===== src/rtl/traffic_display_if.sv =====
// Traffic-controller output bundle as seen by the display: countdowns and lamp
// codes in, segment/digit/LED drive and fault status out.
interface traffic_display_if;
    logic [7:0] ACOUNT;
    logic [7:0] BCOUNT;
    logic [3:0] LAMPA;
    logic [3:0] LAMPB;
    logic [7:0] SEG;
    logic [3:0] DIG;
    logic [3:0] LEDA;
    logic [3:0] LEDB;
    logic       ERR;
    logic [2:0] ERRCODE;

    modport master (
        output ACOUNT, BCOUNT, LAMPA, LAMPB,
        input  SEG, DIG, LEDA, LEDB, ERR, ERRCODE
    );

    modport slave (
        input  ACOUNT, BCOUNT, LAMPA, LAMPB,
        output SEG, DIG, LEDA, LEDB, ERR, ERRCODE
    );
endinterface


===== src/rtl/traffic_display.sv =====
// Consumer of the traffic-controller outputs: 4-digit multiplexed 7-segment
// display, blinking lamp LEDs, and sticky interface fault monitor.
module traffic_display #(
    parameter int SCAN_DIV  = 1000,
    parameter int BLINK_DIV = 250000
) (
    input  logic             CLK,
    input  logic             RST,
    traffic_display_if.slave bus
);
    localparam logic [15:0] SCAN_LAST  = 16'(SCAN_DIV - 1);
    localparam logic [23:0] BLINK_LAST = 24'(BLINK_DIV - 1);

    logic [15:0] r_scan_cnt;
    logic [1:0]  r_idx;
    logic [23:0] r_blink_cnt;
    logic        r_blink_ph;
    logic [7:0]  r_sha;
    logic [7:0]  r_shb;
    logic        r_conf_filt;
    logic [7:0]  r_seg;
    logic [3:0]  r_dig;
    logic [3:0]  r_leda;
    logic [3:0]  r_ledb;
    logic        r_err;
    logic [2:0]  r_errcode;

    logic        w_capture;
    logic        w_scan_wrap;
    logic        w_blink_wrap;
    logic        w_overlap;
    logic [2:0]  w_faults;
    logic [7:0]  w_seg;
    logic [3:0]  w_dig;

    function automatic logic [6:0] seg7(input logic [3:0] n);
        case (n)
            4'd0:    return 7'h3F;
            4'd1:    return 7'h06;
            4'd2:    return 7'h5B;
            4'd3:    return 7'h4F;
            4'd4:    return 7'h66;
            4'd5:    return 7'h6D;
            4'd6:    return 7'h7D;
            4'd7:    return 7'h07;
            4'd8:    return 7'h7F;
            4'd9:    return 7'h6F;
            default: return 7'h40;
        endcase
    endfunction

    function automatic logic is_onehot(input logic [3:0] l);
        return l inside {4'd1, 4'd2, 4'd4, 4'd8};
    endfunction

    function automatic logic bcd_ok(input logic [7:0] v);
        return (v[7:4] <= 4'd9) && (v[3:0] <= 4'd9);
    endfunction

    // Tens digit blanks only for a leading zero in front of a real digit.
    function automatic logic [7:0] tens_seg(input logic [7:0] v);
        if (v[7:4] == 4'd0 && v[3:0] <= 4'd9) return 8'h00;
        return {1'b0, seg7(v[7:4])};
    endfunction

    function automatic logic [7:0] units_seg(input logic [7:0] v);
        return {(v[7:4] == 4'd0) && (v[3:0] <= 4'd5), seg7(v[3:0])};
    endfunction

    function automatic logic [3:0] led_of(input logic [3:0] l, input logic ph);
        if (!is_onehot(l)) return 4'd8;
        if (l == 4'd4)     return ph ? 4'd4 : 4'd0;
        return l;
    endfunction

    assign w_capture    = (r_idx == 2'd0) && (r_scan_cnt == 16'd0);
    assign w_scan_wrap  = (r_scan_cnt == SCAN_LAST);
    assign w_blink_wrap = (r_blink_cnt == BLINK_LAST);
    assign w_overlap    = (bus.LAMPA != 4'd8) && (bus.LAMPB != 4'd8);

    assign w_faults = {
        w_capture && !(bcd_ok(bus.ACOUNT) && bcd_ok(bus.BCOUNT)),
        !is_onehot(bus.LAMPA) || !is_onehot(bus.LAMPB),
        w_overlap && r_conf_filt
    };

    // NOTE: every signal driven here gets a default first so no latch can be inferred.
    always_comb begin
        w_seg = 8'h00;
        w_dig = ~(4'b0001 << r_idx);
        case (r_idx)
            2'd0: w_seg = tens_seg(r_sha);
            2'd1: w_seg = units_seg(r_sha);
            2'd2: w_seg = tens_seg(r_shb);
            2'd3: w_seg = units_seg(r_shb);
            default: w_seg = 8'h00;
        endcase
    end

    // NOTE: state updates use non-blocking assignments so every register sees pre-edge values.
    always_ff @(posedge CLK) begin
        if (RST) begin
            r_scan_cnt  <= '0;
            r_idx       <= '0;
            r_blink_cnt <= '0;
            r_blink_ph  <= 1'b0;
            r_sha       <= '0;
            r_shb       <= '0;
            r_conf_filt <= 1'b0;
            r_seg       <= 8'h00;
            r_dig       <= 4'b1111;
            r_leda      <= 4'd8;
            r_ledb      <= 4'd8;
            r_err       <= 1'b0;
            r_errcode   <= '0;
        end else begin
            r_scan_cnt <= w_scan_wrap ? 16'd0 : r_scan_cnt + 16'd1;
            if (w_scan_wrap) r_idx <= r_idx + 2'd1;

            r_blink_cnt <= w_blink_wrap ? 24'd0 : r_blink_cnt + 24'd1;
            if (w_blink_wrap) r_blink_ph <= ~r_blink_ph;

            if (w_capture) begin
                r_sha <= bus.ACOUNT;
                r_shb <= bus.BCOUNT;
            end

            r_conf_filt <= w_overlap;
            r_seg       <= w_seg;
            r_dig       <= w_dig;
            r_leda      <= led_of(bus.LAMPA, r_blink_ph);
            r_ledb      <= led_of(bus.LAMPB, r_blink_ph);
            r_errcode   <= r_errcode | w_faults;
            r_err       <= r_err | (|w_faults);
        end
    end

    assign bus.SEG     = r_seg;
    assign bus.DIG     = r_dig;
    assign bus.LEDA    = r_leda;
    assign bus.LEDB    = r_ledb;
    assign bus.ERR     = r_err;
    assign bus.ERRCODE = r_errcode;
endmodule


===== src/flat_wrapper.sv =====
// flat-port wrapper written by rule: the top's interface ports become plain ports
module traffic_display_flat 
#(
    parameter int SCAN_DIV  = 1000,
    parameter int BLINK_DIV = 250000
)
  (CLK, RST, bus_ACOUNT, bus_BCOUNT, bus_LAMPA, bus_LAMPB, bus_SEG, bus_DIG, bus_LEDA, bus_LEDB, bus_ERR, bus_ERRCODE);
  traffic_display_if bus_i ();
  input  logic CLK;
  input  logic RST;
  input wire logic [$bits(bus_i.ACOUNT)-1:0] bus_ACOUNT;
  input wire logic [$bits(bus_i.BCOUNT)-1:0] bus_BCOUNT;
  input wire logic [$bits(bus_i.LAMPA)-1:0] bus_LAMPA;
  input wire logic [$bits(bus_i.LAMPB)-1:0] bus_LAMPB;
  output wire logic [$bits(bus_i.SEG)-1:0] bus_SEG;
  output wire logic [$bits(bus_i.DIG)-1:0] bus_DIG;
  output wire logic [$bits(bus_i.LEDA)-1:0] bus_LEDA;
  output wire logic [$bits(bus_i.LEDB)-1:0] bus_LEDB;
  output wire logic [$bits(bus_i.ERR)-1:0] bus_ERR;
  output wire logic [$bits(bus_i.ERRCODE)-1:0] bus_ERRCODE;
  assign bus_i.ACOUNT = bus_ACOUNT;
  assign bus_i.BCOUNT = bus_BCOUNT;
  assign bus_i.LAMPA = bus_LAMPA;
  assign bus_i.LAMPB = bus_LAMPB;
  assign bus_SEG = bus_i.SEG;
  assign bus_DIG = bus_i.DIG;
  assign bus_LEDA = bus_i.LEDA;
  assign bus_LEDB = bus_i.LEDB;
  assign bus_ERR = bus_i.ERR;
  assign bus_ERRCODE = bus_i.ERRCODE;
  traffic_display #(.SCAN_DIV(SCAN_DIV), .BLINK_DIV(BLINK_DIV)) u_core (.CLK(CLK), .RST(RST), .bus(bus_i));
endmodule

===== config.mk =====
export PLATFORM = sky130hd
export DESIGN_NAME = traffic_display_flat
export DESIGN_NICKNAME = d
export VERILOG_FILES = /design/src/rtl/traffic_display_if.sv /design/src/rtl/traffic_display.sv /design/src/flat_wrapper.sv
export SDC_FILE = /design/constraint.sdc
export NUM_CORES = 1
export LEC_CHECK = 0
export ABC_AREA = 1
export CAP_MARGIN = 10
export CORE_ASPECT_RATIO = 0.8
export CORE_MARGIN = 2
export CORE_UTILIZATION = 35
export DETAILED_ROUTE_END_ITERATION = 10
export PLACE_DENSITY = 0.58
export SLEW_MARGIN = 20
export SYNTH_ARGS = -nofsm -noshare
export SYNTH_HDL_FRONTEND = slang
export SYNTH_SLANG_ARGS = --single-unit

===== constraint.sdc =====
create_clock -name CLK -period 2.45 [get_ports CLK]
set_clock_uncertainty 0.05 [all_clocks]
set_input_delay 0.49 -clock CLK [delete_from_list [all_inputs] [get_ports CLK]]
set_output_delay 0.49 -clock CLK [all_outputs]
set_load 0.005 [all_outputs]

==> results.sh, run 1 <==
export IMPL_cap_violations=0
export IMPL_cts_buffer_depth=2
export IMPL_cpMostUsedCell="nand2_1"
export IMPL_wl_um=12570
export IMPL_initial_core_util=0.3619
export IMPL_synth_seq_cells=112
export IMPL_grt_pass1_wl_um=21590
export IMPL_min_path_type="flip-flop to flip-flop"
export IMPL_grt_ovfl_total=0
export IMPL_crit_path_max_incr_delay_ps=330
export IMPL_antenna_left=0
export IMPL_clk_pin_slew_ps=70
export IMPL_p_per_area_nw_per_um2=623.6
export IMPL_setup_viol=0
export IMPL_vias_per_cell=4.480
export IMPL_path_cells="inv_1 > ha_1 > nand2_1 > inv_1 > nand2_1 > nor2_8 > nand2_8 > nand2_1 > nand2_1 > nor2_4 > inv_2 > ha_1 > inv_1 > nand4_1 > nand2_1 > nand2_1"
export IMPL_htreeDepth=3
export IMPL_antennaDiodeCount=0
export IMPL_grt_usage=0.1521
export IMPL_post_synth_cell_area_avg_sq_um=7.401
export IMPL_clock_sinks=112
export IMPL_path_class="flip-flop to flip-flop"
export IMPL_irDropWorstVdd_mv=0.3088
export IMPL_worst_path_stages=16
export IMPL_grt_max_degree=25
export IMPL_syn2layout_area_growth_pct=20.65
export IMPL_rsz0062_at_grt="no"
export IMPL_worst_pin_slew_ps=583.7
export IMPL_drt_iter0_drc=317
export IMPL_fp_row_count=41
export IMPL_hpwl_um=9634
export IMPL_cp_max_fo=13
export IMPL_wire_per_inst_um=11.70
export IMPL_ctsHoldBuffers=0
export IMPL_r2r_slack_ps=210
export IMPL_drive_gt1_frac=0.1187
export IMPL_slew_violations=0
export IMPL_r2r_start="u_core.r_idx[1]"
export IMPL_min_period_ps=2243
export IMPL_seq_area_frac_synth=0.3884
export IMPL_fmax_ghz=0.4458
export IMPL_fp_dieArea_sq_um=17540
export IMPL_setup_ws_ps=207.0
export IMPL_final_hold_viol_count=0
export IMPL_critPathRequiredTime_ps=2640
export IMPL_grt_pass1_vias=4444
export IMPL_maxSlewHeadroom=0.6101
export IMPL_tns_ps=0
export IMPL_dr_pass1_iters=4
export IMPL_synthesis_nets=838
export IMPL_synth_cell_types=37
export IMPL_die_h_um=118.9
export IMPL_num_vias=4812
export IMPL_yosysWarnings=0
export IMPL_pre_cts_slack_ps=25.44
export IMPL_ios=50
export IMPL_portBuffers=49
export IMPL_crit_family="simple AND/OR/NAND/NOR gates"
export IMPL_synth_cells=780
export IMPL_layout_nets=912
export IMPL_antenna_found_initial=0
export IMPL_synth_area_sq_um=5773
export IMPL_drc=0
export IMPL_die_width_um=147.6
export IMPL_status="completed"
export IMPL_cts_tree="built"
export IMPL_slowest_stage="dfxtp_1"
export IMPL_cts_made_buffers=9
export IMPL_placeableCoreArea_sq_um=15950
export IMPL_yosys_top_cells_area="dfxtp_1 39%, nand2_1 13%, ha_1 6.9%"
export IMPL_gp_congestion=0.8455
export IMPL_end_kind="flip-flop"
export IMPL_synth_top_area_cell="dfxtp_1"
export IMPL_post_route_period_util=0.9155
export IMPL_cp_arrival_ps=2440
export IMPL_worst_path_buf_inv=4
export IMPL_clk_latency_ps=350
export IMPL_crit_path_start="u_core.r_idx[1]"
export IMPL_start_kind="flip-flop"
export IMPL_leakage_uw=0.003045
export IMPL_synth_top_area_share=0.3884
export IMPL_reg2reg_depth=16
export IMPL_cts_root_buf="clkbuf_16"
[final cells by class]
type                            instances  area, sq um
Fill cell                            1627         8989
Multi-Input combinational cell        544         3053
Sequential cell                       112         2242
Timing Repair Buffer                   75        698.2
Inverter                              112        427.9
Tap cell                              215        269.0
Clock buffer                           12        246.5
Clock inverter                          4        28.78
[layout by cell type, fill, tap and decap left out, types with 2 or more instances in the layout]
master,n
clkdlybuf4s50_1,49
nor2_4,12
clkbuf_16,9
or2_2,5
nor2_1,83
nand3_2,3
dfxtp_1,112
clkinvlp_4,2
xnor2_1,4
inv_4,3
xor2_1,10
nand3_1,56
nor3b_1,3
a21oi_1,31
nor3_1,16
ha_1,32
nand2_4,5
nor2_8,6
nand3b_1,2
inv_2,6
nand2_2,6
nand4_1,27
inv_1,102
o21ai_0,14
nor2_2,7
clkbuf_1,2
buf_4,25
nand2_1,207
nand3_4,7
[stage by stage]
stage | hold WS, ps | util | instance area, sq um | std cells | power, uW
2_1_floorplan | 353.0 | - | 5773 | 780 | 2686
3_3_place_gp | 363.9 | 0.4172 | 6656 | 1056 | 2981
3_5_place_dp | 363.4 | 0.4172 | 6656 | 1056 | 2980
4_1_cts | 383.1 | 0.4345 | 6932 | 1072 | 4385
5_1_grt | 404.9 | 0.4366 | 6965 | 1074 | 4603
6_report | 378.7 | 0.4366 | 6965 | 1074 | 4344
[routing by layer]
| metal | routed length [um] | vias up | GRT usage |
|---|---|---|---|
| li1 | - | 2590 | - |
| met1 | 7151 | 2132 | 0.2362 |
| met2 | 4724 | 84 | 0.2067 |
| met3 | 595 | 6 | 0.04291 |
| met4 | 98 | 0 | 0.02945 |
| met5 | 0 | - | 0 |
[Yosys cell counts (all sizes together)]
library cell and n:
xnor2 4, a22o 1, or3 1, nand3b 2
nand4 27, nand2 219, inv 111, buf 8
a21oi 31, dfxtp 112, o21ai 14, nand3 66
nor3b 3, a211oi 1, clkinv 1, o21bai 1
or2 6, ha 32, nor2 108, nor3 17
a31oi 1, clkbuf 4, xor2 10
[how the worst min path moves through the flow]
stage	slack (ps)	startpoint	to	depth (start not counted)
6_report	380	flip-flop	u_core.bus.SEG[1]	2
4_1_cts	380	flip-flop	u_core.bus.SEG[1]	2
3_5_place_dp	360	flip-flop	u_core.bus.SEG[2]	2
2_1_floorplan	350	flip-flop	u_core.bus.SEG[0]	2
5_1_grt	400	flip-flop	u_core.bus.SEG[2]	2
3_3_place_gp	360	flip-flop	u_core.bus.SEG[1]	2
[worst min-delay path, cell delays in order, from the launching register on]
cell	delay, ps
dfxtp_1	310
nand2_1	50
nand2_1	50
[kinds of logic (layout without fill, tap and decap cells)]
kind of cell | Yosys count | after routing | share of synthesized area
and+or+nand+nor | 449 | 449 | 0.3908
buffers and inverters | 124 | 203 | 0.08604
DFF | 112 | 112 | 0.3884
AOI/OAI and AO/OA | 49 | 49 | 0.04422
adders and majority gates | 32 | 32 | 0.06935
xor gates and xnor gates | 14 | 14 | 0.02124
[what timing repair did]
action / in CTS / in global routing
resized for setup: 0 / 6
setup endpoints to repair: 0 / 18
setup buffers: 0 / 2
[report_power, final]
group	switching (uW)	internal (uW)
sequential	65.1	2010
combinational	526	354
clock	670	722
total	1260	3080
(Power assumes the default switching activity.)
==> run 2, diff against run 1 <==
Settings changed: GPL_TIMING_DRIVEN from default to 1, SETUP_SLACK_MARGIN from default to 0.1.
==> results.sh, run 2 (synthesized netlist as in run 1, its figures left out) <==
export IMPL_final_hold_viol_count=0
export IMPL_irDropWorstVdd_mv=0.3090
export IMPL_die_h_um=118.9
export IMPL_grt_pass1_vias=4450
export IMPL_whs_path_depth=2
export IMPL_status="completed"
export IMPL_antenna_found_initial=0
export IMPL_clock_sinks=112
export IMPL_die_width_um=147.6
export IMPL_cp_max_fo=8
export IMPL_cap_violations=0
export IMPL_critPathRequiredTime_ps=2650
export IMPL_setup_viol=0
export IMPL_r2r_slack_ps=260
export IMPL_fp_dieArea_sq_um=17540
export IMPL_start_kind="flip-flop"
export IMPL_met3_length_um=658
export IMPL_grt_max_degree=25
export IMPL_post_route_period_util=0.8944
export IMPL_finalPower_uw=4376
export IMPL_maxSlewHeadroom=0.6151
export IMPL_cts_root_buf="clkbuf_16"
export IMPL_wl_um=12680
export IMPL_fp_row_count=41
export IMPL_syn2layout_area_growth_pct=21.74
export IMPL_p_per_area_nw_per_um2=622.7
export IMPL_grt_ovfl_total=0
export IMPL_vias_per_cell=4.506
export IMPL_antenna_left=0
export IMPL_clk_pin_slew_ps=70
export IMPL_reg2reg_depth=15
export IMPL_layout_nets=920
export IMPL_final_common_cell="nand2_1"
export IMPL_leakage_uw=0.003083
export IMPL_grt_usage=0.1522
export IMPL_hpwl_um=9634
export IMPL_end_kind="flip-flop"
export IMPL_rsz0062_at_grt="yes"
export IMPL_drt_met1_wl_um=7149
export IMPL_min_period_ps=2191
export IMPL_grt_pass1_wl_um=21600
export IMPL_antennaDiodeCount=0
export IMPL_placeableCoreArea_sq_um=15950
export IMPL_htreeDepth=3
export IMPL_fmax_ghz=0.4564
export IMPL_top_layer="met4"
export IMPL_tns_ps=0
export IMPL_num_vias=4876
export IMPL_layout_common_cells="206 x nand2_1, 112 x dfxtp_1, 101 x inv_1"
export IMPL_slew_violations=0
export IMPL_drt_iter0_drc=293
export IMPL_wire_per_inst_um=11.72
export IMPL_final_core_util=0.4405
export IMPL_ios=50
export IMPL_cp_arrival_ps=2400
export IMPL_drive_gt1_frac=0.1292
export IMPL_initial_core_util=0.3619
export IMPL_min_path_type="flip-flop to flip-flop"
export IMPL_wl_met2_um=4791
export IMPL_portBuffers=49
export IMPL_path_class="flip-flop to flip-flop"
export IMPL_cts_tree="built"
export IMPL_fillerInstances=1621
export IMPL_cts_buffer_depth=2
export IMPL_drc=0
export IMPL_ctsHoldBuffers=0
export IMPL_whs_endpoint="u_core.bus.SEG[2]"
export IMPL_r2r_start="u_core.r_idx[1]"
export IMPL_clk_latency_ps=350
export IMPL_gp_congestion=0.8455
export IMPL_dr_pass1_iters=7
export IMPL_cts_made_buffers=9
export IMPL_worst_pin_slew_ps=576.2
==> run 2: power by group <==
group	switching [uW]	internal (uW)
Clock	674	721
Combinational	533	377
Sequential	64.9	2010
==> run 2: worst max path at each step <==
stage	from	end	slack [ps]	cells past startpoint
finish	u_core.r_idx[1]	flip-flop	260	15
global route	u_core.r_idx[0]	flip-flop	90	15
CTS	u_core.r_idx[0]	flip-flop	120	15
detailed placement	RST	flip-flop	30	12
global placement	RST	flip-flop	30	11
floorplan	u_core.r_idx[0]	flip-flop	250	17
==> run 2: final cells by class <==
class | count | area [sq um] | area share
Multi-Input combinational cell | 544 | 3055 | 0.4348
Timing Repair Buffer | 83 | 758.2 | 0.1079
Sequential cell | 112 | 2242 | 0.3190
Clock buffer | 12 | 246.5 | 0.03507
Inverter | 112 | 427.9 | 0.06089
Tap cell | 215 | 269.0 | 0.03828
Clock inverter | 4 | 28.78 | 0.004095
==> run 2: through the flow <==
step	setup WS, ps	cell area (sq um)	hold slack (ps)	std cells
after floorplan	245.5	5773	353.0	780
after global placement	32.06	6656	363.9	1056
after detailed placement	25.44	6656	363.4	1056
after CTS	122.7	6934	383.1	1072
after global routing	87.63	7028	404.9	1082
final	258.8	7028	378.9	1082
==> run 2: layer usage <==
metal	up-vias	GRT usage
met5	-	0
met4	0	0.02945
met3	6	0.04291
met2	103	0.2070
met1	2162	0.2362
li1	2605	-
==> run 2: what timing repair did <==
item                       CTS  global route
pin swaps                    0             4
setup buffers                0            10
setup endpoints to repair    2            23
gates cloned                 0             0
gates resized for setup      1             7
==> run 2: worst max-delay path: stages, from the launching register on <==
cell and delay (ps):
dfxtp_1 330, inv_1 80, ha_1 160, nand2_1 50, inv_1 80, nand2_2 90, nor2_8 120, buf_4 190
a21oi_1 100, nor2_2 200, inv_1 120, ha_1 210, inv_1 50, nand4_1 110, nand3_2 100, nand2_1 50
==> run 3, diff against run 2 <==
Settings changed: CTS_CLUSTER_SIZE from default to 14.
==> results of run 3 <==
The final DEF is identical to that of run 2; final timing and power are the same.
